<file path="src/rtl/pc_sequencer.sv">
// pc_sequencer: fetch-address sequencer with stall, pending redirect and misaligned-target trap.
// Optional macro PC_TRACE_EN adds the 32-bit trace_count output (RUN cycles without stall).
module pc_sequencer #(
  parameter logic [63:0] RESET_PC    = 64'h0,
  parameter logic [63:0] TRAP_VECTOR = 64'h100
) (
  input  logic        clk,
  input  logic        rst,
  input  logic        stall,
  input  logic        branch_taken,
  input  logic [63:0] branch_target,
  output logic [63:0] PCOut,
  output logic        pc_valid,
  output logic        trap
`ifdef PC_TRACE_EN
  ,
  output logic [31:0] trace_count
`endif
);
  typedef enum logic [1:0] {BOOT, RUN, TRAP} state_t;
  state_t      r_state, w_next;
  logic [63:0] r_pc, r_pend_t, w_target;
  logic        r_pend_v, w_go, w_redirect, w_misaligned;
  assign w_go         = r_state == RUN && !stall;
  assign w_target     = branch_taken ? branch_target : r_pend_t;
  assign w_redirect   = w_go && (branch_taken || r_pend_v);
  assign w_misaligned = w_redirect && |w_target[1:0];
  assign PCOut        = r_pc;
  // State register; reset returns to BOOT at once, without waiting for a clock.
  always_ff @(posedge clk or negedge rst)
    if (!rst) r_state <= BOOT;
    else      r_state <= w_next;
  // BOOT and TRAP last one cycle; RUN leaves only on a misaligned redirect.
  always_comb w_next = (r_state == RUN && w_misaligned) ? TRAP : RUN;
  // Moore outputs: fetch is valid only in RUN, trap marks the single TRAP cycle.
  always_comb begin
    pc_valid = r_state == RUN;
    trap     = r_state == TRAP;
  end
  // PC update: leaving BOOT/TRAP steps past the held address; RUN redirects or increments.
  always_ff @(posedge clk or negedge rst)
    if (!rst)                r_pc <= RESET_PC;
    else if (r_state != RUN) r_pc <= r_pc + 64'd4;
    else if (w_misaligned)   r_pc <= TRAP_VECTOR;
    else if (w_redirect)     r_pc <= w_target;
    else if (!stall)         r_pc <= r_pc + 64'd4;
  // Redirects that arrive under stall are parked here; the newest wins, any unstalled RUN cycle consumes it.
  always_ff @(posedge clk or negedge rst)
    if (!rst) begin
      r_pend_v <= 1'b0;
      r_pend_t <= '0;
    end else if (r_state == RUN) begin
      if (stall && branch_taken) begin
        r_pend_v <= 1'b1;
        r_pend_t <= branch_target;
      end else if (!stall) r_pend_v <= 1'b0;
    end
`ifdef PC_TRACE_EN
  logic [31:0] r_trace;
  // Count every RUN cycle that is not stalled; wraps naturally at 2^32.
  always_ff @(posedge clk or negedge rst)
    if (!rst)      r_trace <= '0;
    else if (w_go) r_trace <= r_trace + 32'd1;
  assign trace_count = r_trace;
`endif
endmodule

</file>
<file path="config.mk">
export PLATFORM = sky130hd
export DESIGN_NAME = pc_sequencer
export DESIGN_NICKNAME = d
export VERILOG_FILES = /design/src/rtl/pc_sequencer.sv
export SDC_FILE = /design/constraint.sdc
export NUM_CORES = 1
export LEC_CHECK = 0
export ABC_AREA = 1
export BUFFER_PORTS_ARGS = -buffer_cell sky130_fd_sc_hd__buf_2
export CORE_MARGIN = 2
export CORE_UTILIZATION = 42
export CTS_CLUSTER_DIAMETER = 30
export DETAILED_ROUTE_END_ITERATION = 8
export PLACE_DENSITY = 0.71
export SLEW_MARGIN = 15
export SYNTH_ARGS = -nofsm -noshare
export SYNTH_HDL_FRONTEND = slang
export SYNTH_SLANG_ARGS = --single-unit
</file>
<file path="constraint.sdc">
create_clock -name clk -period 5.1 [get_ports clk]
set_input_delay 0.255 -clock clk [delete_from_list [all_inputs] [get_ports clk]]
set_output_delay 0.255 -clock clk [all_outputs]
set_load 0.02 [all_outputs]
</file>
== Yosys cells after proc, flatten, opt, wreduce, memory -nomap -nowiden ==
Cells that the tools add are included.

* $add $sub $neg: 1
* Equality and inequality tests: 5
* Mux-type cells: 8
* Reduce and logical (&&, ||, !) cells: 10

{| class="wikitable"
|+ Operator list
! kind !! number
|-
| 2-to-1 mux 64 bit || 5
|-
| adder 64 x 3 -> 64 bit (second input constant) || 1
|-
| logical AND 1 bit || 5
|-
| inequality test 2 x 1 -> 1 bit (second input constant) || 2
|-
| inequality test 4 x 1 -> 1 bit (second input constant) || 1
|-
| AND reduction 2 bit || 2
|-
| equality test 2 x 1 -> 1 bit (second input constant) || 1
|-
| equality test 2 bit (second input constant) || 1
|-
| 2-to-1 mux 1 bit || 2
|-
| 2-to-1 mux 2 bit || 1
|-
| OR reduction 2 bit || 1
|-
| logical NOT 1 bit || 1
|-
| logical OR 1 bit || 1
|}

* Register bits after elaboration: 131
* Output and inout bits: 66

== Logic depth before layout (Yosys ltp) ==
* Word-level depth: 6
* Depth in mapped cells: 11
* Depth with buffers taken out: 10

== Worst setup path before layout ==
OpenSTA, ideal clock, no wires.

* Path kind: register to register
* From: reg r_pc[2] (netlist: PCOut[2])
* To: reg r_pc[56] (netlist: PCOut[56])
* Library setup time: 0.124 ns
* Arrival time: 1.766 ns
* Path slack: 3.209 ns
* Stages on the path, launching flop included: 11
* Path buffers: 0
* Cells stage by stage: dfrtp_1 -> ha_1 -> nand3_1 -> nor2_1 -> nand3_1 -> nor2_2 -> nand3_1 -> nand2_1 -> nand3_1 -> nand2_1 -> nand3_1

* Cells in the longest elaborated chain, start to end: 5

{| class="wikitable"
|+ RTL lines
! element !! RTL line !! source
|-
| from (decl) || 22 || <nowiki>logic [63:0] r_pc, r_pend_t, w_target;</nowiki>
|-
| from (signal assigned) || 43 || <nowiki>else if (r_state != RUN) r_pc <= r_pc + 64'd4;</nowiki>
|-
| from (signal assigned) || 45 || <nowiki>else if (w_redirect) r_pc <= w_target;</nowiki>
|-
| from (signal assigned) || 46 || <nowiki>else if (!stall) r_pc <= r_pc + 64'd4;</nowiki>
|-
| adder 64 x 3 -> 64 bit (*) || 43, 46 ||
|-
| 2-to-1 mux 64 bit || 46 ||
|-
| 2-to-1 mux 64 bit || 45 ||
|-
| 2-to-1 mux 64 bit || 44 || <nowiki>else if (w_misaligned) r_pc <= TRAP_VECTOR;</nowiki>
|-
| 2-to-1 mux 64 bit (*) || 43 ||
|}

Mark *: on every way between the ends. The rest lies on a longest branch, timed or not. The select of a mux whose other input is x is not followed.
A chain may end at the register's enable or synchronous reset.

== Final worst setup path ==
* From: reg r_state[1]
* To: reg r_pc[18] (netlist: PCOut[18])

* Cells in the longest elaborated chain, start to end: 6

{| class="wikitable"
|+ RTL lines
! element !! RTL line !! source
|-
| from (decl) || 21 || <nowiki>state_t r_state, w_next;</nowiki>
|-
| from (signal assigned) || 32 || <nowiki>else r_state <= w_next;</nowiki>
|-
| equality test 2 x 1 -> 1 bit || 24 || <nowiki>assign w_go = r_state == RUN && !stall;</nowiki>
|-
| logical AND 1 bit || 24 ||
|-
| logical AND 1 bit || 26 || <nowiki>assign w_redirect = w_go && (branch_taken || r_pend_v);</nowiki>
|-
| 2-to-1 mux 64 bit / logical AND 1 bit (equally long branches) || 45, 27 ||
|-
| 2-to-1 mux 64 bit || 44 ||
|-
| 2-to-1 mux 64 bit || 43 ||
|}

Parallel ways exist; a longest one is shown, timed or not.

==> results by group <==
STA
  – Final worst path period need: 3.18 ns
  – Final hold violations: 0
  – Final worst setup slack: 1.92 ns
  – Slew Viols, Final: 0
  – RSZ-0062 raised after global routing: no
  – Worst slew margin: 0.353
  – Final Cycle Share: 0.624
  – Final Skew: 0.0102 ns
  – Hold slack: 0.0741 ns
  – Fmax achieved: 0.314 GHz
  – Worst-Margin Slew: 0.967 ns
  – Final setup TNS: 0 ns
  – Final setup viols: 0

Setup path
  – Setup CP Type: flip-flop to flip-flop
  – CP Cell Sequence: inv_1 -> nand2_2 -> nor2_2 -> nand2_2 -> buf_4 -> inv_2 -> buf_4 -> a31oi_1 -> o21ai_1 -> nand3_1
  – R2r setup slk: 1.92 ns
  – FF-to-FF Start: r_state[1]
  – CP endpoint kind: flip-flop
  – WP data arrival: 3.48 ns
  – Setup crit start kind: flip-flop
  – Critical path required time: 5.40 ns
  – Crit. Startpoint: r_state[1]
  – Worst r2r dst: PCOut[18]
  – Slowest cell on the critical path: inv_2
  – Worst Reg-to-Reg Cells: 10
  – CP peak stage delay: 0.60 ns
  – Critical path fanouts, max: 44
  – Worst Setup EP: PCOut[18]

Power
  – Leak Pwr: 4.86 nW
  – Power density over the cells: 481 nW/um2
  – Internal Pwr Total: 0.00277 W
  – Overall power: 0.00485 W
  – Switching Share: 0.429
  – VDD IR max: 0.250 mV
  – Clock power share: 0.251
  – Psw: 0.00208 W
  – Flop pwr share: 0.393
  – Combinational share of power: 0.356

Yosys
  – FF+latch count, synth: 131
  – Yosys warning count: 0
  – Mapped Area: 8580 um2
  – Netlist cell types: 30
  – Register area share after synthesis: 0.382
  – Avg Inst Size Synth: 6.79 um2
  – Synthesized instance count: 1264
  – Total nets after synthesis: 1333

CTS
  – Clk buf depth: 2
  – TritonCTS Buffers: 17
  – Post-CTS setup buffers: 0
  – Worst-Skew Late Latency: 0.43 ns
  – Clock-pin transition on the worst setup and hold timing paths: 0.06 ns
  – CTS tree: built
  – Post_cts resized: 0
  – H-tree lvl count: 4
  – Clock root cell: clkbuf_16
  – Clock Sink Count: 131

Floorplan
  – Core area: 20200 um2
  – Row count: 52
  – Die area: 21600 um2
  – Starting Density: 0.426
  – Die Y: 147 um
  – Die width: 147 um
  – IO Pins: 134

Placed design
  – Dpl ws: 1.90 ns
  – Routability cong.: 0.970
  – IO Port Bufs: 133
  – Detailed placement HPWL: 21.9 mm

Final layout
  – Antenna cell count: 0
  – Storage element area: 3280 um2
  – Area of the multi-input gates: 4680 um2
  – Filler instances: 2063
  – Layout area overhead: 17.4%
  – Layout cells sized above 1: 0.173
  – Final Net Count: 1451

Route
  – Starting DRT DRC Count: 864
  – Total Wirelength: 29.2 mm
  – First-pass detailed-route iteration total: 5
  – Avg WL per Cell: 17.5 um
  – Remaining antenna violation count after routing: 0
  – DRC viols: 0
  – Vias/cell: 5.40
  – Via count: 8990

Min path
  – Worst min-delay path class: primary input to flip-flop

GRT
  – Pin count of the biggest net entering global routing: 79
  – Global Route Usage Sum: 0.276
  – Met3 Usage GRT: 0.0565
  – GR peak layer: met2
  – Vias in the first global route: 8496
  – Grt met1 use: 0.392
  – Initial antenna violation count: 0
  – First-pass GRT wire length: 46.3 mm
  – Met2 usage: 0.427
  – Overflow after GRT: 0

Status
  – Status: complete, no violations

Job
  – Maxcap violations: 0
## stage by stage
step	cells	area, um2	util
after floorplan	1264	8580	-
after global placement	1632	9470	0.470
after detailed placement	1632	9470	0.470
after CTS	1665	10100	0.499
after global routing	1665	10100	0.499
final	1665	10100	0.499
## flip-flops by register name, summed over array words and instances (netlist names)
signal,flops
r_state,2
r_pend_v,1
PCOut,64
r_pend_t,64
## area by class of cell
| cell class | instances | area share |
|---|---|---|
| Inverter | 113 | 0.0421 |
| Timing Repair Buffer | 146 | 0.0763 |
| Multi-Input combinational cell | 973 | 0.464 |
| Clock inverter | 12 | 0.0119 |
| Tap cell | 270 | 0.0335 |
| Clock buffer | 20 | 0.0463 |
| Sequential cell | 131 | 0.325 |
## routing by layer
metal / wire length, um / vias up / part of all wire
li1: - / 4334 / -
met1: 13000 / 4245 / 0.45
met2: 13300 / 366 / 0.46
met3: 2250 / 45 / 0.077
met4: 648 / 0 / 0.022
met5: 0 / - / 0
## worst max-delay path, delay by kind of cell (launching register included)
family	cells	cell delay, ns
buffers and inverters	4	1.35
AND/OR/NAND/NOR	4	1.12
flip-flops	1	0.36
AO/OA/AOI/OAI	2	0.21
## cells by family (layout without fill, tap and decap cells)
group,Yosys count,count (layout),share of synthesized area
AOI/OAI and AO/OA,163,163,0.106
xor gates and xnor gates,25,25,0.0255
adders and majority gates,1,1,0.00146
buffers and inverters,160,291,0.0736
DFF,131,131,0.382
muxes,47,47,0.0617
and+or+nand+nor,737,737,0.350
## synthesized netlist by cell type, drive strengths merged
cell	instances	area share
a21oi	19	0.011
a31oi	39	0.028
buf	15	0.010
clkbuf	32	0.014
clkinv	1	0.00044
dfrtp	131	0.38
ha	1	0.0015
inv	112	0.049
mux2	47	0.062
nand2	452	0.20
nand3	108	0.063
nand3b	2	0.0017
nand4	13	0.0095
nor2	155	0.073
nor3	7	0.0041
o211ai	10	0.0087
o21ai	88	0.051
o21bai	5	0.0044
o31ai	2	0.0017
xnor2	15	0.015
xor2	10	0.010
## power by group through the flow
| stage | combinational (W) | clock, W | sequential [W] |
|---|---|---|---|
| floorplan | 0.000980 | 0 | 0.00197 |
| global placement | 0.00168 | 0 | 0.00190 |
| detailed placement | 0.00171 | 0 | 0.00191 |
| CTS | 0.00172 | 0.00123 | 0.00189 |
| global route | 0.00193 | 0.00127 | 0.00196 |
| finish | 0.00172 | 0.00122 | 0.00191 |
## worst min path at each step
stage	slack, ns	cells past startpoint	end	startpoint
floorplan	-0.04	0	PCOut[0]	rst
global placement	0.32	1	r_pend_t[50]	rst
detailed placement	0.32	1	r_pend_t[43]	rst
CTS	0.06	2	r_pend_t[50]	branch_target[50]
global route	0.07	2	r_pend_t[50]	branch_target[50]
finish	0.07	2	r_pend_t[50]	branch_target[50]
## repair_timing
item / CTS / global route
hold endpoints to repair: 46 / 0
hold buffers: 1 / 0
setup endpoints to repair: 0 / 0
## cells in the final DEF (no fill, tap or decap), types with 2 or more instances in the layout
| master | synthesis | layout |
|---|---|---|
| nand4_1 | 13 | 13 |
| nor2_2 | 5 | 6 |
| nor2_1 | 146 | 145 |
| nand3_1 | 108 | 108 |
| clkinv_2 | 0 | 2 |
| nor2_4 | 4 | 4 |
| inv_6 | 0 | 4 |
| nor3_1 | 7 | 7 |
| o31ai_1 | 2 | 2 |
| nand3b_1 | 2 | 2 |
| o21bai_1 | 5 | 5 |
| o211ai_1 | 10 | 10 |
| xor2_1 | 10 | 10 |
| clkinv_4 | 0 | 3 |
| mux2_2 | 47 | 47 |
| clkbuf_16 | 0 | 17 |
| xnor2_1 | 15 | 15 |
| inv_2 | 3 | 3 |
| a31oi_1 | 39 | 39 |
| o21ai_0 | 86 | 86 |
| inv_1 | 109 | 109 |
| o21ai_1 | 2 | 2 |
| a21oi_1 | 19 | 19 |
| dfrtp_1 | 131 | 131 |
| nand2_2 | 2 | 3 |
| buf_2 | 10 | 132 |
| clkbuf_8 | 0 | 3 |
| nand2_1 | 449 | 448 |
| buf_4 | 3 | 13 |
(Power assumes the default switching activity.)
